File: src/rtl/mem_arbiter.sv
// Two-port arbiter in front of a single-port synchronous memory. Port 0 has
// fixed priority; port 1 is promoted once it has been denied MAX_WAIT cycles.
module mem_arbiter #(
  parameter int unsigned AW       = 9,
  parameter int unsigned DW       = 32,
  parameter int unsigned MAX_WAIT = 4
) (
  input  logic          clk,
  input  logic          rst,
  input  logic          req0,
  input  logic          req1,
  input  logic          we0,
  input  logic          we1,
  input  logic [AW-1:0] addr0,
  input  logic [AW-1:0] addr1,
  input  logic [DW-1:0] wdata0,
  input  logic [DW-1:0] wdata1,
  output logic          gnt0,
  output logic          gnt1,
  output logic          rvalid0,
  output logic          rvalid1,
  output logic [DW-1:0] rdata,
  output logic          mem_rd,
  output logic          mem_wr,
  output logic [AW-1:0] mem_addr,
  output logic [DW-1:0] mem_wdata,
  input  logic [DW-1:0] mem_rdata
);

  localparam int unsigned CW = 4;

  typedef enum logic [1:0] {IDLE, OWN0, OWN1} state_e;
  typedef enum logic [1:0] {OWN_NONE, OWN_P0, OWN_P1} owner_e;

  state_e        state_q, state_d;
  owner_e        owner_q, owner_d;
  logic [CW-1:0] wait_cnt_q, wait_cnt_d;
  logic [AW-1:0] mem_addr_q;
  logic [DW-1:0] mem_wdata_q;

  logic          starve;
  logic          any_gnt;
  logic          win_we;
  logic [AW-1:0] win_addr;
  logic [DW-1:0] win_wdata;

  assign starve = (wait_cnt_q == CW'(MAX_WAIT));

  // Arbitration and memory command; grants are masked while in reset.
  always_comb begin
    gnt0      = 1'b0;
    gnt1      = 1'b0;
    win_we    = we0;
    win_addr  = addr0;
    win_wdata = wdata0;
    if (rst) begin
      if (req1 && (!req0 || starve)) begin
        gnt1 = 1'b1;
      end else if (req0) begin
        gnt0 = 1'b1;
      end
    end
    if (gnt1) begin
      win_we    = we1;
      win_addr  = addr1;
      win_wdata = wdata1;
    end
    any_gnt   = gnt0 | gnt1;
    mem_rd    = any_gnt & ~win_we;
    mem_wr    = any_gnt & win_we;
    mem_addr  = any_gnt ? win_addr  : mem_addr_q;
    mem_wdata = any_gnt ? win_wdata : mem_wdata_q;
  end

  // Next-state: last-grant FSM, read owner pipeline and port 1 starvation count.
  always_comb begin
    state_d    = IDLE;
    owner_d    = OWN_NONE;
    wait_cnt_d = '0;
    if (gnt0) begin
      state_d = OWN0;
    end else if (gnt1) begin
      state_d = OWN1;
    end
    if (mem_rd) begin
      owner_d = gnt1 ? OWN_P1 : OWN_P0;
    end
    if (req1 && !gnt1) begin
      wait_cnt_d = (wait_cnt_q < CW'(MAX_WAIT)) ? wait_cnt_q + CW'(1) : wait_cnt_q;
    end
  end

  always_ff @(posedge clk or negedge rst) begin
    if (!rst) begin
      state_q     <= IDLE;
      owner_q     <= OWN_NONE;
      wait_cnt_q  <= '0;
      mem_addr_q  <= '0;
      mem_wdata_q <= '0;
    end else begin
      // A pending read return must belong to the port granted last cycle.
      if (owner_q == OWN_P0) assert (state_q == OWN0);
      if (owner_q == OWN_P1) assert (state_q == OWN1);
      state_q     <= state_d;
      owner_q     <= owner_d;
      wait_cnt_q  <= wait_cnt_d;
      mem_addr_q  <= mem_addr;
      mem_wdata_q <= mem_wdata;
    end
  end

  assign rvalid0 = (owner_q == OWN_P0);
  assign rvalid1 = (owner_q == OWN_P1);
  assign rdata   = (rvalid0 | rvalid1) ? mem_rdata : '0;

endmodule

File: config.mk
export PLATFORM = sky130hd
export DESIGN_NAME = mem_arbiter
export DESIGN_NICKNAME = d
export VERILOG_FILES = /design/src/rtl/mem_arbiter.sv
export SDC_FILE = /design/constraint.sdc
export NUM_CORES = 1
export LEC_CHECK = 0
export BUFFER_PORTS_ARGS = -buffer_cell sky130_fd_sc_hd__buf_2
export CORE_UTILIZATION = 40
export CTS_CLUSTER_SIZE = 28
export DETAILED_ROUTE_END_ITERATION = 10
export HOLD_SLACK_MARGIN = 0.12
export PLACE_DENSITY = 0.79
export SETUP_SLACK_MARGIN = 0.05
export SLEW_MARGIN = 20
export SYNTH_ARGS = -nofsm -noshare
export SYNTH_HDL_FRONTEND = slang
export SYNTH_SLANG_ARGS = --single-unit
File: constraint.sdc
create_clock -name clk -period 2.3 [get_ports clk]
set_input_delay 0.23 -clock clk [delete_from_list [all_inputs] [get_ports clk]]
set_output_delay 0.23 -clock clk [all_outputs]
set_load 0.05 [all_outputs]
==> impl_metrics.py <==
metrics = {
    "status": {
        "status": "finished, final reports clean",
    },
    "place": {
        "numPortBuffers": 198,
        "gp_congestion": 0.723,
        "hpwlAfterDp_um": 5310,
    },
    "global_route": {
        "antenna_found_initial": 0,
        "globalRouteOverflowTotal": 0,
        "grt_pass1_wl_um": 11300,
        "top_usage_layer": "met2",
        "grt_pass1_vias": 2434,
        "use_met3_pct": 4.47,
        "grt.met2_usage_pct": 40.9,
        "grtUsageMet1_pct": 20.4,
        "grt_usage_pct": 19.9,
        "grt_max_degree": 44,
    },
    "sta": {
        "worst_pin_slew_ns": 0.509,
        "finalMaxSlewViolations": 0,
        "whs_ns": 0.176,
        "final-setup-viol-count": 0,
        "slew_headroom_pct": 66.1,
        "hold_viol_final": 0,
        "fmax_ghz": 0.450,
        "period_share_pct": 96.7,
        "skew_ns": 0.00700,
        "rsz0062_at_grt": "true",
        "layout_min_cycle_time_ns": 2.22,
    },
    "detailed_routing": {
        "vias_per_cell": 4.81,
        "wl_per_cell_um": 15.6,
        "route.detailed.drc": 0,
        "postRouteAntennaNets": 0,
        "drt-pass1-iter-count": 4,
        "drtIter0Drc": 45,
        "vias": 2365,
        "drt_wl_total_um": 7680,
    },
    "critical_path": {
        "crit_path_start_kind": "register",
        "path_class": "reg2out",
        "cp-end-kind": "primary output",
        "worstPathMaxFanout": 11,
        "cp.required_ns": 2.07,
        "arrival_ns": 1.99,
    },
    "die": {
        "die_x_um": 85.1,
        "fp-row-count": 29,
        "ios": 199,
        "coreArea_um2": 6490,
        "start_util_pct": 42.5,
        "dieArea_um2": 7240,
        "dieHeight_um": 85.1,
    },
    "power": {
        "cellPowerDensity_nw_per_um2": 704,
        "power_frac_clock_pct": 17.2,
        "power_mw": 3.06,
        "seq_power_share_pct": 32.3,
        "p_comb_share_pct": 50.5,
        "p_leak_nw": 2.34,
        "p_int_mw": 1.87,
        "p_sw_share_pct": 38.8,
        "switching_power_mw": 1.19,
        "ir_worst_vdd_mv": 0.433,
    },
    "clock_network": {
        "cts.clk_slew.worst_paths_ns": 0.09,
        "cts_tree": "done",
        "ctsHtreeMaxLevel": 2,
        "ctsLongestPathBuffers": 2,
        "clk_latency_ns": 0.30,
        "cts_sinks": 47,
        "numCtsBuffers": 5,
        "cts-root-buf": "clkbuf_8",
    },
    "synth": {
        "netlist_instances": 204,
        "syn_nets": 328,
        "ys_ff_latch": 47,
        "avgSynthCellArea_um2": 13.5,
        "yosys_warnings": 0,
        "synth_area_leaders": "dfrtp_1 43%, mux2_4 20%, mux2_2 18%, nor2b_1 7.2%, buf_12 2.2%",
        "yosysMostFrequentCell": "dfrtp_1",
        "syn_area_um2": 2760,
        "synth_largest_area_cell": "dfrtp_1",
        "ys_types": 24,
        "synth_top_area_share_pct": 42.6,
        "synth_edf_count": 0,
        "synthArstFlopShare_pct": 100,
        "synth-main-ff-cell": "dfrtp_1",
        "yosys-top-cells-count": "47 x dfrtp_1, 44 x mux2_2, 36 x mux2_4",
        "yosysSeqAreaShare_pct": 42.6,
    },
    "min_path": {
        "hp-class": "in2reg",
    },
    "layout": {
        "final_nets": 538,
        "syn2layout_area_growth_pct": 57.2,
        "antenna_cells": 0,
        "drive_above_1_share_pct": 73.7,
    },
    "run": {
        "maxCapViolations": 0,
    },
}
[through the flow]
stage | cells | setup slack, ns | instance area, um^2 | TNS [ns] | utilization (%)
after global routing | 492 | -0.0207 | 4340 | -0.560 | 66.8
after CTS | 489 | 0.0468 | 4120 | 0 | 63.4
after floorplan | 204 | 0.0630 | 2760 | 0 | -
final | 492 | 0.0764 | 4340 | 0 | 66.8
after global placement | 471 | 0.303 | 3780 | 0 | 58.2
after detailed placement | 471 | 0.253 | 3780 | 0 | 58.2
[path summary, 6_finish.rpt]
kind,from,to,slack [ns],cells past startpoint
max in group asynchronous,rst,owner_q[0]$_DFF_PN0_,1.47,3
min in group asynchronous,rst,mem_wdata_q[29]$_DFF_PN0_,0.56,3
worst min register to register,wait_cnt_q[3]$_DFFE_PN0P_,wait_cnt_q[3]$_DFFE_PN0P_,0.59,2
worst max-delay path,wait_cnt_q[1]$_DFFE_PN0P_,mem_addr[7],0.08,7
worst min-delay path,wdata1[16],mem_wdata_q[16]$_DFF_PN0_,0.18,2
worst max register to register,wait_cnt_q[1]$_DFFE_PN0P_,mem_wdata_q[12]$_DFF_PN0_,0.65,6
[registers in the layout, summed over array words and instances (netlist names)]
name / flops
mem_wdata_q: 32
mem_addr_q: 9
wait_cnt_q: 4
owner_q: 2
[cells in the final DEF, fill, tap and decap left out, types with 4 or more instances in the layout]
cell      count
mux2_4       36
nor3_1        4
inv_1         8
buf_4         9
buf_8         4
nor2b_1      32
buf_2       154
buf_6        40
clkbuf_8      6
mux2_2       44
dfrtp_1      47
[layout make-up]
class / instances / area, um^2
Fill cell: 486 / 2150
Sequential cell: 47 / 1180
Clock inverter: 1 / 8.76
Clock buffer: 7 / 86.3
Tap cell: 77 / 96.3
Timing Repair Buffer: 215 / 1500
Multi-Input combinational cell: 137 / 1450
Inverter: 8 / 30.0
[power by group through the flow]
stage	clock [mW]	sequential, mW	combinational [mW]
detailed placement	0	1.01	1.30
global placement	0	0.999	1.28
global route	0.581	1.00	1.61
finish	0.527	0.987	1.54
CTS	0.548	0.987	1.42
floorplan	0	0.993	1.01
[cells by family (layout without fill, tap and decap cells)]
logic type | Yosys count | after routing | synth area share, %
flops | 47 | 47 | 42.6
simple gates | 43 | 43 | 9.24
buf+inv | 20 | 231 | 5.71
fa+ha+maj | 4 | 4 | 1.81
compound gates | 5 | 5 | 1.27
xor+xnor | 1 | 1 | 0.317
mux | 84 | 84 | 39.1
[layer usage]
| metal | up-vias | wire (um) |
|---|---|---|
| met5 | - | 0 |
| met4 | 0 | 47 |
| met3 | 8 | 547 |
| met2 | 111 | 4350 |
| met1 | 1129 | 2740 |
| li1 | 1117 | - |
[worst max-delay path, cell delays in order, from the launching register on]
cell and delay, ns:
dfrtp_1 0.39, inv_1 0.06, ha_2 0.17, nand3b_1 0.12
a21o_4 0.30, buf_16 0.18, mux2_4 0.32, buf_6 0.16
[what timing repair did]
item | in CTS | in global routing
gates resized for setup | 44 | 67
pin swaps | 1 | 1
setup endpoints to repair | 42 | 74
hold endpoints to repair | 48 | 0
hold buffers | 2 | 0
buffers inserted | 6 | 1
gates cloned | 2 | 2
Power figures use the tool's default switching activity.
